`config.mk`:
```
export PLATFORM = sky130hd
export DESIGN_NAME = play_tracker
export DESIGN_NICKNAME = d
export VERILOG_FILES = /design/src/rtl/play_tracker_pkg.sv /design/src/rtl/play_tracker_score_unit.sv /design/src/rtl/play_tracker.sv
export SDC_FILE = /design/constraint.sdc
export NUM_CORES = 1
export LEC_CHECK = 0
export ABC_AREA = 1
export BUFFER_PORTS_ARGS = -buffer_cell sky130_fd_sc_hd__buf_2
export CORE_MARGIN = 2
export CORE_UTILIZATION = 56
export DETAILED_ROUTE_END_ITERATION = 12
export PLACE_DENSITY_LB_ADDON = 0.3
export SKIP_LAST_GASP = 1
export SLEW_MARGIN = 20
export SYNTH_ARGS = -nofsm -noshare
export SYNTH_HDL_FRONTEND = slang
export SYNTH_HIERARCHICAL = 1
export SYNTH_SLANG_ARGS = --single-unit
```
`constraint.sdc`:
```
create_clock -name clk -period 2.3 [get_ports clk]
set_input_delay 0.46 -clock clk [delete_from_list [all_inputs] [get_ports clk]]
set_output_delay 0.46 -clock clk [all_outputs]
set_load 0.005 [all_outputs]
```
`src/rtl/play_tracker_pkg.sv`:
```
// ============================================================================
// Module      : play_tracker_pkg
// Description : Shared state encodings, counter widths and helpers for the
//               piano-game progress tracker.
// Revision    : 1.0 - initial release
// ============================================================================
`default_nettype none

package play_tracker_pkg;

  localparam int BEAT_W  = 7;
  localparam int CNT_W   = 6;
  localparam int SCORE_W = 10;
  localparam int MISS_W  = 4;

  typedef enum logic [2:0] {
    S_IDLE  = 3'd0,
    S_PLAY  = 3'd1,
    S_CHECK = 3'd2,
    S_WIN   = 3'd3,
    S_LOSE  = 3'd4
  } state_t;

  function automatic logic [MISS_W-1:0] miss_inc(input logic [MISS_W-1:0] m);
    return (&m) ? m : m + 4'd1;
  endfunction

endpackage

`default_nettype wire

```
`src/rtl/play_tracker_score_unit.sv`:
```
// ============================================================================
// Module      : score_unit
// Description : Score and combo registers with saturation. Optional macro
//               COMBO_BONUS_EN doubles the hit reward once combo >= COMBO_TH.
// Revision    : 1.0 - initial release
// ============================================================================
`default_nettype none

module score_unit
  import play_tracker_pkg::*;
#(
  parameter int COMBO_TH = 8
) (
  input  logic               clk,
  input  logic               rst,
  input  logic               clear,
  input  logic               hit,
  input  logic               miss,
  output logic [SCORE_W-1:0] score,
  output logic [CNT_W-1:0]   combo
);

  logic [1:0]       bonus;
  logic [SCORE_W:0] sum;

`ifdef COMBO_BONUS_EN
  localparam logic [CNT_W-1:0] TH = CNT_W'(COMBO_TH);
  // Bonus is decided on the combo level before this hit is counted.
  assign bonus = (combo >= TH) ? 2'd2 : 2'd1;
`else
  logic unused_th;
  assign unused_th = ^COMBO_TH;
  assign bonus     = 2'd1;
`endif

  assign sum = {1'b0, score} + {{(SCORE_W-1){1'b0}}, bonus};

  always_ff @(posedge clk or posedge rst) begin
    if (rst) begin
      score <= '0;
      combo <= '0;
    end else if (clear) begin
      score <= '0;
      combo <= '0;
    end else if (hit) begin
      score <= sum[SCORE_W] ? '1 : sum[SCORE_W-1:0];
      combo <= (&combo) ? combo : combo + 6'd1;
    end else if (miss) begin
      combo <= '0;
    end
  end

endmodule

`default_nettype wire

```
`src/rtl/play_tracker.sv`:
```
// ============================================================================
// Module      : play_tracker
// Description : Song progress FSM, beat counter and hit/miss judgement.
//               COMBO_BONUS_EN (in score_unit) enables the combo score bonus.
// Revision    : 1.0 - initial release
// ============================================================================
`default_nettype none

module play_tracker
  import play_tracker_pkg::*;
#(
  parameter int LAST_BEAT = 96,
  parameter int MAX_MISS  = 8,
  parameter int COMBO_TH  = 8
) (
  input  logic               clk,
  input  logic               rst,
  input  logic               start,
  input  logic               beat_tick,
  input  logic               key_valid,
  input  logic [CNT_W-1:0]   expected_cnt,
  output logic [BEAT_W-1:0]  beat_cnt,
  output logic [CNT_W-1:0]   played_cnt,
  output logic [SCORE_W-1:0] score,
  output logic [CNT_W-1:0]   combo,
  output logic [MISS_W-1:0]  miss_cnt,
  output logic               judge_valid,
  output logic               judge_hit,
  output logic               game_win,
  output logic               game_over
);

  localparam logic [BEAT_W-1:0] LAST_BEAT_V = BEAT_W'(LAST_BEAT);
  localparam logic [MISS_W-1:0] MAX_MISS_V  = MISS_W'(MAX_MISS);

  state_t              state, state_nxt;
  logic                pending, pending_nxt;
  logic [BEAT_W-1:0]   beat_nxt;
  logic [CNT_W-1:0]    played_nxt;
  logic [MISS_W-1:0]   miss_nxt;
  logic                jv_nxt, jh_nxt, win_nxt, over_nxt;
  logic                hit, miss, clear, press, behind;

  assign behind = (played_cnt < expected_cnt);

  score_unit #(.COMBO_TH(COMBO_TH)) u_score (
    .clk   (clk),
    .rst   (rst),
    .clear (clear),
    .hit   (hit),
    .miss  (miss),
    .score (score),
    .combo (combo)
  );

  always_comb begin
    state_nxt   = state;
    pending_nxt = pending;
    beat_nxt    = beat_cnt;
    played_nxt  = played_cnt;
    miss_nxt    = miss_cnt;
    jv_nxt      = 1'b0;
    jh_nxt      = 1'b0;
    win_nxt     = game_win;
    over_nxt    = game_over;
    hit         = 1'b0;
    miss        = 1'b0;
    clear       = 1'b0;
    press       = 1'b0;

    if (start) begin
      state_nxt   = S_PLAY;
      pending_nxt = 1'b0;
      beat_nxt    = 7'd1;
      played_nxt  = '0;
      miss_nxt    = '0;
      win_nxt     = 1'b0;
      over_nxt    = 1'b0;
      clear       = 1'b1;
    end else begin
      case (state)
        S_PLAY: begin
          // A stored press goes first; a fresh press then waits one cycle.
          press       = pending | key_valid;
          pending_nxt = pending & key_valid;
          if (press) begin
            jv_nxt = 1'b1;
            if (behind) begin
              jh_nxt     = 1'b1;
              hit        = 1'b1;
              played_nxt = played_cnt + 6'd1;
            end else begin
              miss     = 1'b1;
              miss_nxt = miss_inc(miss_cnt);
            end
          end
          if (miss && (miss_nxt >= MAX_MISS_V)) begin
            state_nxt   = S_LOSE;
            over_nxt    = 1'b1;
            pending_nxt = 1'b0;
          end else if (beat_tick) begin
            state_nxt = S_CHECK;
          end
        end

        S_CHECK: begin
          pending_nxt = pending | key_valid;
          if (behind) begin
            miss       = 1'b1;
            jv_nxt     = 1'b1;
            played_nxt = expected_cnt;
            miss_nxt   = miss_inc(miss_cnt);
          end
          if (miss_nxt >= MAX_MISS_V) begin
            state_nxt   = S_LOSE;
            over_nxt    = 1'b1;
            pending_nxt = 1'b0;
          end else if (beat_cnt == LAST_BEAT_V) begin
            state_nxt   = S_WIN;
            win_nxt     = 1'b1;
            over_nxt    = 1'b1;
            pending_nxt = 1'b0;
          end else begin
            state_nxt = S_PLAY;
            beat_nxt  = beat_cnt + 7'd1;
          end
        end

        default: ;
      endcase
    end
  end

  always_ff @(posedge clk or posedge rst) begin
    if (rst) begin
      state       <= S_IDLE;
      pending     <= 1'b0;
      beat_cnt    <= '0;
      played_cnt  <= '0;
      miss_cnt    <= '0;
      judge_valid <= 1'b0;
      judge_hit   <= 1'b0;
      game_win    <= 1'b0;
      game_over   <= 1'b0;
    end else begin
      state       <= state_nxt;
      pending     <= pending_nxt;
      beat_cnt    <= beat_nxt;
      played_cnt  <= played_nxt;
      miss_cnt    <= miss_nxt;
      judge_valid <= jv_nxt;
      judge_hit   <= jh_nxt;
      game_win    <= win_nxt;
      game_over   <= over_nxt;
    end
  end

endmodule

`default_nettype wire

```
# [After elaboration in Yosys (flattened, before gate mapping)]
# Cells that the tools add are included.
# Widths: inputs -> output; s select.
[totals] register_bits=41 output_inout_bits=37
[op_classes] addsub=5 n_lt_le_gt_ge=3 eq_ne=12 n_mux=59 n_bitwise=2 reduce_logical=14
[ops] op="$mux 6" n=8
[ops] op="$mux 4" n=9
[ops] op="$mux 10" n=3
[ops] op="$mux 7" n=4
[ops] op="$mux 1" n=23
[ops] op="$ne 3x3->1 const B" n=5
[ops] op="$add 6x1->6 const B" n=2
[ops] op="$mux 3" n=4
[ops] op="$pmux 6 s2" n=1
[ops] op="$add 10x1->11 const B" n=1
[ops] op="$reduce_and 3->1" n=3
[ops] op="$ge 4x4->1 const B" n=2
[ops] op="$ne 4x4->1 const B" n=2
[ops] op="$pmux 1 s2" n=4
[ops] op="$pmux 4 s2" n=1
[ops] op="$reduce_and 4->1" n=2
[ops] op="$add 7x1->7 const B" n=1
[ops] op="$eq 7x7->1 const B" n=1
[ops] op="$lt 6x6->1" n=1
[ops] op="$pmux 3 s2" n=1
[ops] op="$reduce_and 6->1" n=1
[ops] op="$reduce_bool 2->1" n=3
[ops] op="$reduce_bool 3->1" n=2
[ops] op="$add 4x1->4 const B" n=1
[ops] op="other kinds (8)" n=10

# [Logic depth before layout (Yosys ltp)]
# Gate-level depths: netlist of the first run.
[depth] depth_word=11 depth_mapped=14

# [By module]
# The synthesis of the first run kept the hierarchy.
[by_module_without_submodules] module="play_tracker" n_inst=1 cells_each=234 area_each_um2=1715.4 seq_area_each_um2=625.6
[by_module_without_submodules] module="score_unit" n_inst=1 cells_each=131 area_each_um2=970.9 seq_area_each_um2=400.4

# [Worst setup path before layout of the first run]
# No wires, ideal clock.
[synth_timing] path_type="input to register" start="input expected_cnt[5]" end="register u_score.combo[3]" arrival_ps=2125 slack_ps=57 stages=14 cell_sequence="inv_1 ha_1 nand2_2 inv_2 a21oi_4 nand2_4 nor2_1 inv_2 nor2_4 nand2_2 o21ai_4 inv_4 nand3_1 nand2_1"
[synth_between] word_cells_on_any_way=16 cone_classes="order compare: 1; eq/ne: 1; mux: 12; reduce/logical: 2"
[synth_lines] item="from (decl)" line="play_tracker.sv:21" text="input logic [CNT_W-1:0] expected_cnt,"
[synth_lines] item="$lt 6x6->1 (*)" line="play_tracker.sv:44" text="assign behind = (played_cnt < expected_cnt);"
[synth_lines] item="$mux 1 (*)" line="play_tracker.sv:88" text="if (behind) begin"
[synth_lines] item="$mux 1 (*)" line="play_tracker.sv:86" text="if (press) begin"
[synth_lines] item="$mux 1 (*)" line="play_tracker.sv:81" text="case (state)"
[synth_lines] item="$mux 1 (*)" line="play_tracker.sv:71" text="if (start) begin"
[synth_lines] item="net hit" line="play_tracker.sv:42" text="logic hit, miss, clear, press, behind;"
[synth_lines] item="$ne 3x3->1 (no line) (tied with other cells)"
[synth_lines] item="$reduce_and 2->1 (no line) or $mux 6 (tied branches)"
[synth_lines] item="to (signal assigned)" line="play_tracker_score_unit.sv:47" text="combo <= (&combo) ? combo : combo + 6'd1;"
[synth_lines] item="to (decl)" line="play_tracker_score_unit.sv:20" text="output logic [CNT_W-1:0] combo"
# The timed path passes the listed nets; every way through them passes the cells marked *. The select of a mux whose other input is x is not followed.
# A chain may end at the register's enable or synchronous reset.

# [Worst setup path after layout of the first run]
[layout_timing] start="register played_cnt[5]" end="register u_score.combo[5]"
[layout_between] word_cells_on_any_way=16 cone_classes="order compare: 1; eq/ne: 1; mux: 12; reduce/logical: 2"
[layout_lines] item="from (decl)" line="play_tracker.sv:23" text="output logic [CNT_W-1:0] played_cnt,"
[layout_lines] item="from (signal assigned)" line="play_tracker.sv:149" text="played_cnt <= played_nxt;"
[layout_lines] item="$lt 6x6->1 (*)" line="play_tracker.sv:44"
[layout_lines] item="$mux 1 (*)" line="play_tracker.sv:88"
[layout_lines] item="$mux 1 (*)" line="play_tracker.sv:86"
[layout_lines] item="$mux 1 (*)" line="play_tracker.sv:81"
[layout_lines] item="$mux 1 (*)" line="play_tracker.sv:71"
[layout_lines] item="net hit" line="play_tracker.sv:42"
[layout_lines] item="$ne 3x3->1 (no line) (tied with other cells)"
[layout_lines] item="$reduce_and 2->1 (no line) or $mux 6 (tied branches)"
# Marks and branches as above.

==> results of run 1 <==
==> final cells by class <==
class                   instances  area [µm²]
clock buffers                   5        68.8
repair buffers                 55         295
fillers                       401        1540
multi-input cells             272        1440
flip-flops and latches         41        1030
inverters                      47         181
clock inverters                 3        46.3
well taps                      54        67.6
==> through the flow <==
step	cells	area (µm²)	setup WS [ps]
after floorplan	365	2690	57.4
after global placement	469	3010	131
after detailed placement	469	3010	51.0
after CTS	477	3120	203
after global routing	477	3120	0.850
final	477	3120	209
==> cells in the final DEF (no fill, tap or decap), types with 5 or more instances in the layout <==
master,count
buf_2,47
buf_4,8
clkbuf_8,5
dfrtp_1,41
ha_1,11
inv_1,40
inv_2,5
nand2_1,121
nand2_2,10
nand3_1,28
nand4_1,8
nor2_1,27
nor2_2,5
o21ai_0,16
o22ai_1,7
xor2_1,7
==> worst max-delay path, delay by kind of cell (launching register included) <==
family                   cells  cell delay [ps]
flip-flops                   1              430
adder cells (fa/ha/maj)      1              320
buffers and inverters        3              280
AO/OA/AOI/OAI                1              200
AND/OR/NAND/NOR              8              750
==> routing by layer <==
metal  vias up  global-route usage  part of all wire
met4         0              0.0864            0.0046
met5         -                   0                 0
met3         2              0.0343             0.058
met1      1150               0.301              0.46
li1       1280                   -                 -
met2        76               0.401              0.48
==> final timing paths <==
check                                               endpoint  slack [ps]  cells past startpoint
worst max register to register  u_score/combo[5]$_DFFE_PP0P_         210                     13
worst max-delay path            u_score/combo[5]$_DFFE_PP0P_         210                     13
worst min register to register          state[2]$_DFFE_PP0P_         510                      2
max in group asynchronous       u_score/combo[3]$_DFFE_PP0P_        1670                      2
worst min-delay path                 beat_cnt[2]$_DFFE_PP0P_         200                      3
min in group clk                   played_cnt[0]$_DFFE_PP0P_         480                      3
==> synthesized netlist by cell type (all sizes together), types with 2 or more instances <==
cell type	instances	area (µm²)
a21oi	6	56.3
buf	5	42.5
dfrtp	41	1030
ha	11	138
inv	47	181
nand2	135	562
nand3	29	150
nand4	8	50.1
nor2	35	166
nor3	4	20.0
o211ai	2	15.0
o21ai	25	151
o22ai	7	43.8
xor2	7	61.3
==> power by group <==
group | leakage, µW | total (µW) | internal, µW | switching (µW)
registers | 0.000557 | 947 | 824 | 123
logic | 0.00112 | 889 | 335 | 555
clock network | 0.0000543 | 586 | 325 | 261
total | 0.00173 | 2420 | 1480 | 939
==> state kept, by name (all words and copies together), names as in the netlist <==
register / cells
played_cnt: 6
game_win: 1
u_score/score: 10
u_score/combo: 6
judge_hit: 1
beat_cnt: 7
pending: 1
state: 3
judge_valid: 1
miss_cnt: 4
game_over: 1
==> logic make-up after synthesis <==
family | after synthesis | share of synthesized area
buffers and inverters | 52 | 0.0834
DFF | 41 | 0.382
xor gates and xnor gates | 8 | 0.0261
and+or+nand+nor | 213 | 0.358
AOI/OAI and AO/OA | 40 | 0.0992
adders and majority gates | 11 | 0.0512
==> flow_summary_export.csv, run 1 <==
group,metric,value,unit
clocking,cts_resized,0,
synth,synthFlopType,"dfrtp_1",
synth,synth_cell_types,31,
synth,syn_nets,387,
flow_run,cap_violations,0,
synth,yosysSeqAreaShare,0.382,
clocking,h-tree-depth,2,
global_routing,grt_pass1_vias,2268,
die,die_h,73.3,µm
global_routing,grt_pass1_wl,9.89,mm
clocking,post-cts-setup-buffer-count,0,
synth,synth_seq_cells,41,
pwr,ir_worst_vdd,0.000476,V
critical_path,crit_path_start,"played_cnt[5]$_DFFE_PP0P_",
synth,synth_edf_count,0,
routing,drc,0,
routing,via_per_inst,5.26,
die,start_util,0.576,
critical_path,r2r_start,"played_cnt[5]$_DFFE_PP0P_",
global_routing,track_usage,0.235,
pwr,p_total,2420,µW
clocking,holdBufCountCts,0,
sta,final.period_utilization,0.909,
pwr,leakage,0.00173,µW
finish,diodes,0,
routing,drt_iter0_drc,94,
routing,vias,2508,
sta,max_slew_margin,0.593,
die,die_w,73.3,µm
worst_hold_path,hold_path_class,"in -> async",
clocking,cts_buffers,5,
clocking,cts_tree,"done",
sta,fin_skew,10.1,ps
global_routing,grt_max_degree,26,
clocking,clockBufferDepth,2,
sta,rsz0062_at_grt,"false",
status,outcome,"complete, no violations",
sta,hold_slack,201,ps
finish,layout-drive-gt1-share,0.241,
sta,final.setup.tns,0,ps
sta,drv_slew,0,
die,core,4660,µm²
critical_path,path_cells,"ha_1, nand2_2, nor2_1, nand2_2, nand2_4, nor2_1, buf_4, nor2_4, inv_2, o21ai_4, inv_4, nand2_1, nand2_1",
die,die_area,5370,µm²
pwr,p_per_area,776,nW/µm²
clocking,cts_sinks,41,
placed_design,gp_congestion,0.893,
clocking,path_clk_slew,90,ps
synth,syn_avg_cell_area,7.36,µm²
routing,finalWirelength,5.85,mm
clocking,cts_root_buf,"clkbuf_8",
critical_path,critPathKind,"reg -> reg",
sta,finalSetupViolations,0,
critical_path,worstPathArrival,2280,ps
synth,syn_area,2690,µm²
synth,ys_warn_count,6,
die,rows,25,
sta,worst_pin_slew,609,ps
placed_design,post-dp-hpwl,4.43,mm
critical_path,worst_setup_path_start_kind,"register",
sta,period_needed,2090,ps
die,io-pin-count,48,
sta,clock.fmax,0.478,GHz
placed_design,port_buffers,47,
critical_path,crit_path_top_delay_cell,"dfrtp_1",
synth,synthArstFlopShare,1.00,
routing,dr.pass1.iters,4,
synth,postSynthCellCount,365,
routing,postRouteAntennaNets,0,
sta,report.final.hold_viol_count,0,
finish,fin_util,0.670,
routing,wire_per_inst,12.3,µm
finish,syn2layout_area_growth,16.2,%
critical_path,worstSetupEndpointType,"register",
critical_path,max_stage_delay,430,ps
critical_path,cp_max_fo,8,
global_routing,overflow,0,
critical_path,critical_path_required,2490,ps
global_routing,antenna_found_initial,0,
finish,layout.nets,444,
clocking,clock_latency,300,ps
No activity file was read; power rests on OpenSTA's default activity.
==> run 2, diff against run 1 <==
- CORE_MARGIN: 2 -> 4
- GPL_TIMING_DRIVEN: not set -> 0
==> run 2 against run 1 <==
  * Critical endpoint is now u_score/combo[3]$_DFFE_PP0P_
  * Sequential power about the same
  * Core utilization grew 3.3 points
  * Clock skew shrank 2.9 ps
  * Final cell count is 0.84% higher
  * Non-clock buffer count grew 8
  * Setup slack got worse by 40 ps
  * Die area grew 11%
  * Via count rose by 2.2%
  * Hold slack better by 55 ps
  * Critical path type unchanged
  * Highest routed layer unchanged
==> flow_summary_export.csv, run 2 (synthesized netlist as in run 1, its figures left out) <==
group,metric,value,unit
die,die_w,77.3,µm
pwr,p_total,2360,µW
routing,via_per_inst,5.33,
die,start_util,0.596,
routing,drt_iter0_drc,136,
finish,reg_top3,"u_score/score: 10 flops, beat_cnt: 7 flops",
die,io-pin-count,48,
placed_design,gp_congestion,0.866,
finish,most-common-layout-cells,"nand2_1 (121), buf_2 (48), dfrtp_1 (40)",
finish,layout-drive-gt1-share,0.256,
pwr,ir_worst_vdd,0.000490,V
global_routing,grt_max_degree,26,
clocking,cts_buffers,5,
flow_run,cap_violations,0,
pwr,leakage,0.00176,µW
critical_path,crit_path_start,"played_cnt[3]$_DFFE_PP0P_",
pwr,p_per_area,746,nW/µm²
global_routing,grt_pass1_wl,10.4,mm
critical_path,crit_buf_inv,2,
routing,postRouteAntennaNets,0,
critical_path,max_stage_delay,420,ps
sta,clock.fmax,0.469,GHz
die,core,4500,µm²
critical_path,worstSetupEndpointType,"register",
critical_path,worstPathArrival,2320,ps
finish,regMostFlops,"u_score/score",
clocking,cts_sinks,41,
clocking,h-tree-depth,2,
clocking,holdBufCountCts,0,
routing,drc,0,
placed_design,postPlaceCellArea,2990,µm²
die,die_area,5970,µm²
critical_path,r2r_start,"played_cnt[3]$_DFFE_PP0P_",
critical_path,critical_path_required,2490,ps
routing,vias,2563,
global_routing,grt_pass1_vias,2419,
critical_path,crit_path_top_delay_cell,"dfrtp_1",
sta,worst_pin_slew,905,ps
finish,postLayoutCellArea,3160,µm²
placed_design,port_buffers,47,
clocking,cts_root_buf,"clkbuf_8",
critical_path,critPathKind,"reg -> reg",
sta,finalSetupViolations,0,
clocking,path_clk_slew,80,ps
sta,fin_skew,7.27,ps
worst_hold_path,hold_path_class,"in -> async",
placed_design,post-dp-hpwl,4.46,mm
finish,fillers,364,
clocking,cts_tree,"done",
sta,final.period_utilization,0.927,
finish,multi_input_area,1440,µm²
sta,drv_slew,0,
finish,layout.nets,452,
clocking,clockBufferDepth,2,
sta,period_needed,2130,ps
finish,diodes,0,
routing,wire_per_inst,12.5,µm
global_routing,antenna_found_initial,0,
finish,final-seq-area,1030,µm²
sta,max_slew_margin,0.393,
die,die_h,77.3,µm
finish,layout_commonest_cell,"nand2_1",
critical_path,cpLargestDelayFamily,"simple AND/OR/NAND/NOR gates",
global_routing,track_usage,0.208,
finish,syn2layout_area_growth,17.8,%
sta,report.final.hold_viol_count,0,
critical_path,path_cells,"ha_1, nand2_1, nand2_1, a21oi_4, nand2_4, nor2_4, inv_2, nor2_4, nand2_2, o21ai_4, inv_4, nand3_1, nand2_1",
global_routing,overflow,0,
critical_path,path_common_cell,"nand2_1",
finish,largest_reg_flops,10,
clocking,clock_latency,290,ps
status,outcome,"complete, no violations",
routing,dr.pass1.iters,5,
routing,finalWirelength,6.01,mm
die,rows,24,
critical_path,cp_max_fo,6,
critical_path,worst_setup_path_start_kind,"register",
[run 2: what timing repair did]
action,in CTS,in global routing
cloned,0,0
endpoints found under the setup margin,16,5
resized for setup,2,1
setup buffers,0,11
pin swaps,0,5
[run 2: worst register-to-register path, delay by kind of cell (launching register included)]
| family | cells | cell delay [ps] |
|---|---|---|
| AND/OR/NAND/NOR | 8 | 820 |
| buffers and inverters | 2 | 170 |
| adder cells (fa/ha/maj) | 1 | 310 |
| AO/OA/AOI/OAI | 2 | 320 |
| flip-flops | 1 | 420 |
[run 2: worst paths after layout]
path / to / slack, ps / depth (start not counted)
min in group clk: played_cnt[0]$_DFFE_PP0P_ / 500 / 3
setup / recovery: u_score/combo[3]$_DFFE_PP0P_ / 170 / 13
max in group asynchronous: played_cnt[2]$_DFFE_PP0P_ / 1580 / 2
setup reg to reg: u_score/combo[3]$_DFFE_PP0P_ / 170 / 13
hold / removal: u_score/score[6]$_DFFE_PP0P_ / 260 / 2
hold reg to reg: state[1]$_DFFE_PP0P_ / 510 / 2
[run 2: where the power goes]
group | switching [µW] | internal (µW) | leakage (µW) | total (µW)
sequential | 121 | 826 | 0.000556 | 947
clock | 234 | 200 | 0.0000399 | 434
combinational | 590 | 391 | 0.00116 | 981
[run 2: cell type report]
class                   count  area share
plain buffers               5      0.0134
flip-flops and latches     41       0.325
clock buffers               5      0.0217
inverters                  47      0.0573
clock inverters             1     0.00158
repair buffers             58       0.104
multi-input cells         272       0.456
well taps                  52      0.0206
[run 2: per-layer routing]
| metal | track usage | part of all wire | vias up |
|---|---|---|---|
| met5 | 0 | 0 | - |
| met1 | 0.279 | 0.46 | 1179 |
| met3 | 0.0351 | 0.051 | 17 |
| li1 | - | - | 1293 |
| met2 | 0.339 | 0.47 | 74 |
| met4 | 0.0730 | 0.024 | 0 |
[run 2: per-stage QoR]
| stage | utilization | hold slack (ps) | cells | setup slack, ps | TNS (ps) |
|---|---|---|---|---|---|
| 6_report | 0.703 | 256 | 481 | 168 | 0 |
| 5_1_grt | 0.703 | 328 | 481 | -1.33 | -1.33 |
| 4_1_cts | 0.681 | 280 | 470 | 112 | 0 |
| 3_5_place_dp | 0.663 | 490 | 464 | -354 | -3970 |
| 3_3_place_gp | 0.663 | 489 | 464 | -349 | -3860 |
| 2_1_floorplan | - | 374 | 365 | 57.4 | 0 |
==> run 3, diff against run 2 <==
- PLACE_DENSITY: not set -> 0.8
- PLACE_DENSITY_LB_ADDON: 0.3 -> not set
==> run 3 against run 2 <==
  * Routed wire length fell by 0.27%
  * Sequential power decreased by 0.4%
  * Clock skew is 0.90 ps lower
  * Count of clock-buffer cells in the layout unchanged
  * Clock power rose by 10%
  * Highest routed layer unchanged
==> flow_summary_export.csv, run 3 (synthesized netlist as in run 1, its figures left out) <==
group,metric,value,unit
placed_design,gp_congestion,0.848,
global_routing,grt_pass1_vias,2373,
sta,final.setup.tns,0,ps
sta,rsz0062_at_grt,"false",
sta,final.period_utilization,0.913,
placed_design,post-dp-hpwl,4.40,mm
critical_path,crit_buf_inv,2,
critical_path,path_cells,"ha_1, nand2_1, nand2_1, a21oi_4, nand2_4, buf_12, nand2_4, o21ai_0, o21ai_4, inv_4, nand3_1, nand2_1",
die,die_h,77.3,µm
finish,final_cells,475,
routing,wl_met1,2.71,mm
routing,wl_met2,2.88,mm
die,die_w,77.3,µm
finish,layout_commonest_cell,"nand2_1",
placed_design,postPlaceCellArea,2990,µm²
status,outcome,"complete, no violations",
critical_path,worst_setup_path_start_kind,"register",
finish,largest_reg_flops,10,
global_routing,antenna_found_initial,0,
clocking,cts_buffers,5,
routing,wire_per_inst,12.6,µm
die,die_area,5970,µm²
finish,layout-drive-gt1-share,0.243,
sta,report.final.hold_viol_count,0,
sta,fin_ws,199,ps
placed_design,dp.cells,464,
routing,via_per_inst,5.35,
routing,finalWirelength,5.99,mm
critical_path,worstSetupEndpointType,"register",
clocking,h-tree-depth,2,
critical_path,path_common_cell,"nand2_1",
finish,fillers,388,
die,io-pin-count,48,
critical_path,critPathKind,"reg -> reg",
routing,drc,0,
sta,max_slew_margin,0.366,
critical_path,crit_path_top_delay_cell,"dfrtp_1",
sta,fin_skew,6.38,ps
clocking,cts_sinks,41,
clocking,path_clk_slew,80,ps
die,start_util,0.596,
critical_path,worstPathArrival,2300,ps
pwr,ir_worst_vdd,0.000512,V
sta,clock.fmax,0.476,GHz
clocking,clockBufferDepth,2,
routing,postRouteAntennaNets,0,
critical_path,critical_path_required,2500,ps
clocking,cts_tree,"done",
pwr,leakage,0.00172,µW
die,rows,24,
finish,diodes,0,
global_routing,track_usage,0.215,
finish,postLayoutCellArea,3120,µm²
sta,drv_slew,0,
routing,drt_iter0_drc,120,
pwr,p_per_area,758,nW/µm²
critical_path,max_stage_delay,420,ps
critical_path,cp_max_fo,7,
routing,vias,2541,
sta,period_needed,2100,ps
global_routing,overflow,0,
global_routing,grt_pass1_wl,10.7,mm
finish,reg_top3,"u_score/score: 10 flops, beat_cnt: 7 flops",
die,core,4500,µm²
flow_run,cap_violations,0,
finish,most-common-layout-cells,"nand2_1 (121), buf_2 (48), dfrtp_1 (41)",
finish,layout.nets,444,
sta,worst_pin_slew,945,ps
finish,regMostFlops,"u_score/score",
clocking,cts_root_buf,"clkbuf_8",
global_routing,grt_max_degree,26,
routing,dr.pass1.iters,4,
finish,syn2layout_area_growth,16.0,%
placed_design,post-place-ws,-395,ps
sta,finalSetupViolations,0,
clocking,holdBufCountCts,0,
placed_design,port_buffers,47,
clocking,clock_latency,300,ps
critical_path,cpLargestDelayFamily,"compound AO/OA/AOI/OAI gates",
routing,wl_met3,344,µm
routing,routed.top_layer,"met4",
pwr,p_total,2360,µW
worst_hold_path,hold_path_class,"in -> async",
[run 3: cell count changes in the layout (fill, tap and decap cells not counted)]
cell,delta
buf_4,-8
clkinv_2,+1
clkinvlp_4,+1
dfrtp_1,+1
dfrtp_2,-1
[run 3: report_power, final]
group / total [µW] / internal [µW] / leakage [µW] / switching [µW]
clock network: 479 / 210 / 0.0000439 / 270
registers: 943 / 824 / 0.000557 / 120
logic: 939 / 362 / 0.00112 / 577
total: 2360 / 1400 / 0.00172 / 967
[run 3: area by class of cell]
type	instances	area [µm²]	area share
flip-flops and latches	41	1030	0.329
multi-input cells	272	1440	0.463
inverters	47	181	0.0582
clock buffers	5	68.8	0.0221
plain buffers	5	42.5	0.0137
clock inverters	3	17.5	0.00562
well taps	52	65.1	0.0209
repair buffers	50	270	0.0867
[run 3: worst paths after layout]
path | to | startpoint | depth (start not counted) | slack (ps)
hold reg to reg | state[2]$_DFFE_PP0P_ | state[2]$_DFFE_PP0P_ | 2 | 510
max in group asynchronous | state[0]$_DFFE_PP0P_ | rst | 2 | 1610
hold / removal | u_score/combo[3]$_DFFE_PP0P_ | rst | 2 | 230
setup reg to reg | u_score/combo[3]$_DFFE_PP0P_ | played_cnt[5]$_DFFE_PP0P_ | 12 | 200
setup / recovery | u_score/combo[3]$_DFFE_PP0P_ | played_cnt[5]$_DFFE_PP0P_ | 12 | 200
min in group clk | u_score/combo[2]$_DFFE_PP0P_ | start | 2 | 500
[run 3: routing by layer]
layer	global-route usage	vias up
met4	0.0498	0
met3	0.0445	7
met1	0.281	1172
li1	-	1280
met5	0	-
met2	0.364	82
[run 3: stage by stage]
stage / hold WS, ps / utilization
after floorplan: 374 / -
after detailed placement: 491 / 0.663
final: 230 / 0.692
after global placement: 485 / 0.663
after CTS: 243 / 0.684
after global routing: 292 / 0.692
[run 3: what timing repair did]
item                                   4_1_cts  5_1_grt
endpoints found under the hold margin        0        0
pin swaps                                    0        2
buffers inserted                             0        3
setup endpoints to repair                   16        2
gates resized for setup                      2        0
[run 3: worst reg2reg max path: cells and delay by family, from the launching register on]
family,cells,cell delay [ps]
compound gates,3,600
simple gates,6,450
flops,1,420
fa+ha+maj,1,320
buf+inv,2,230
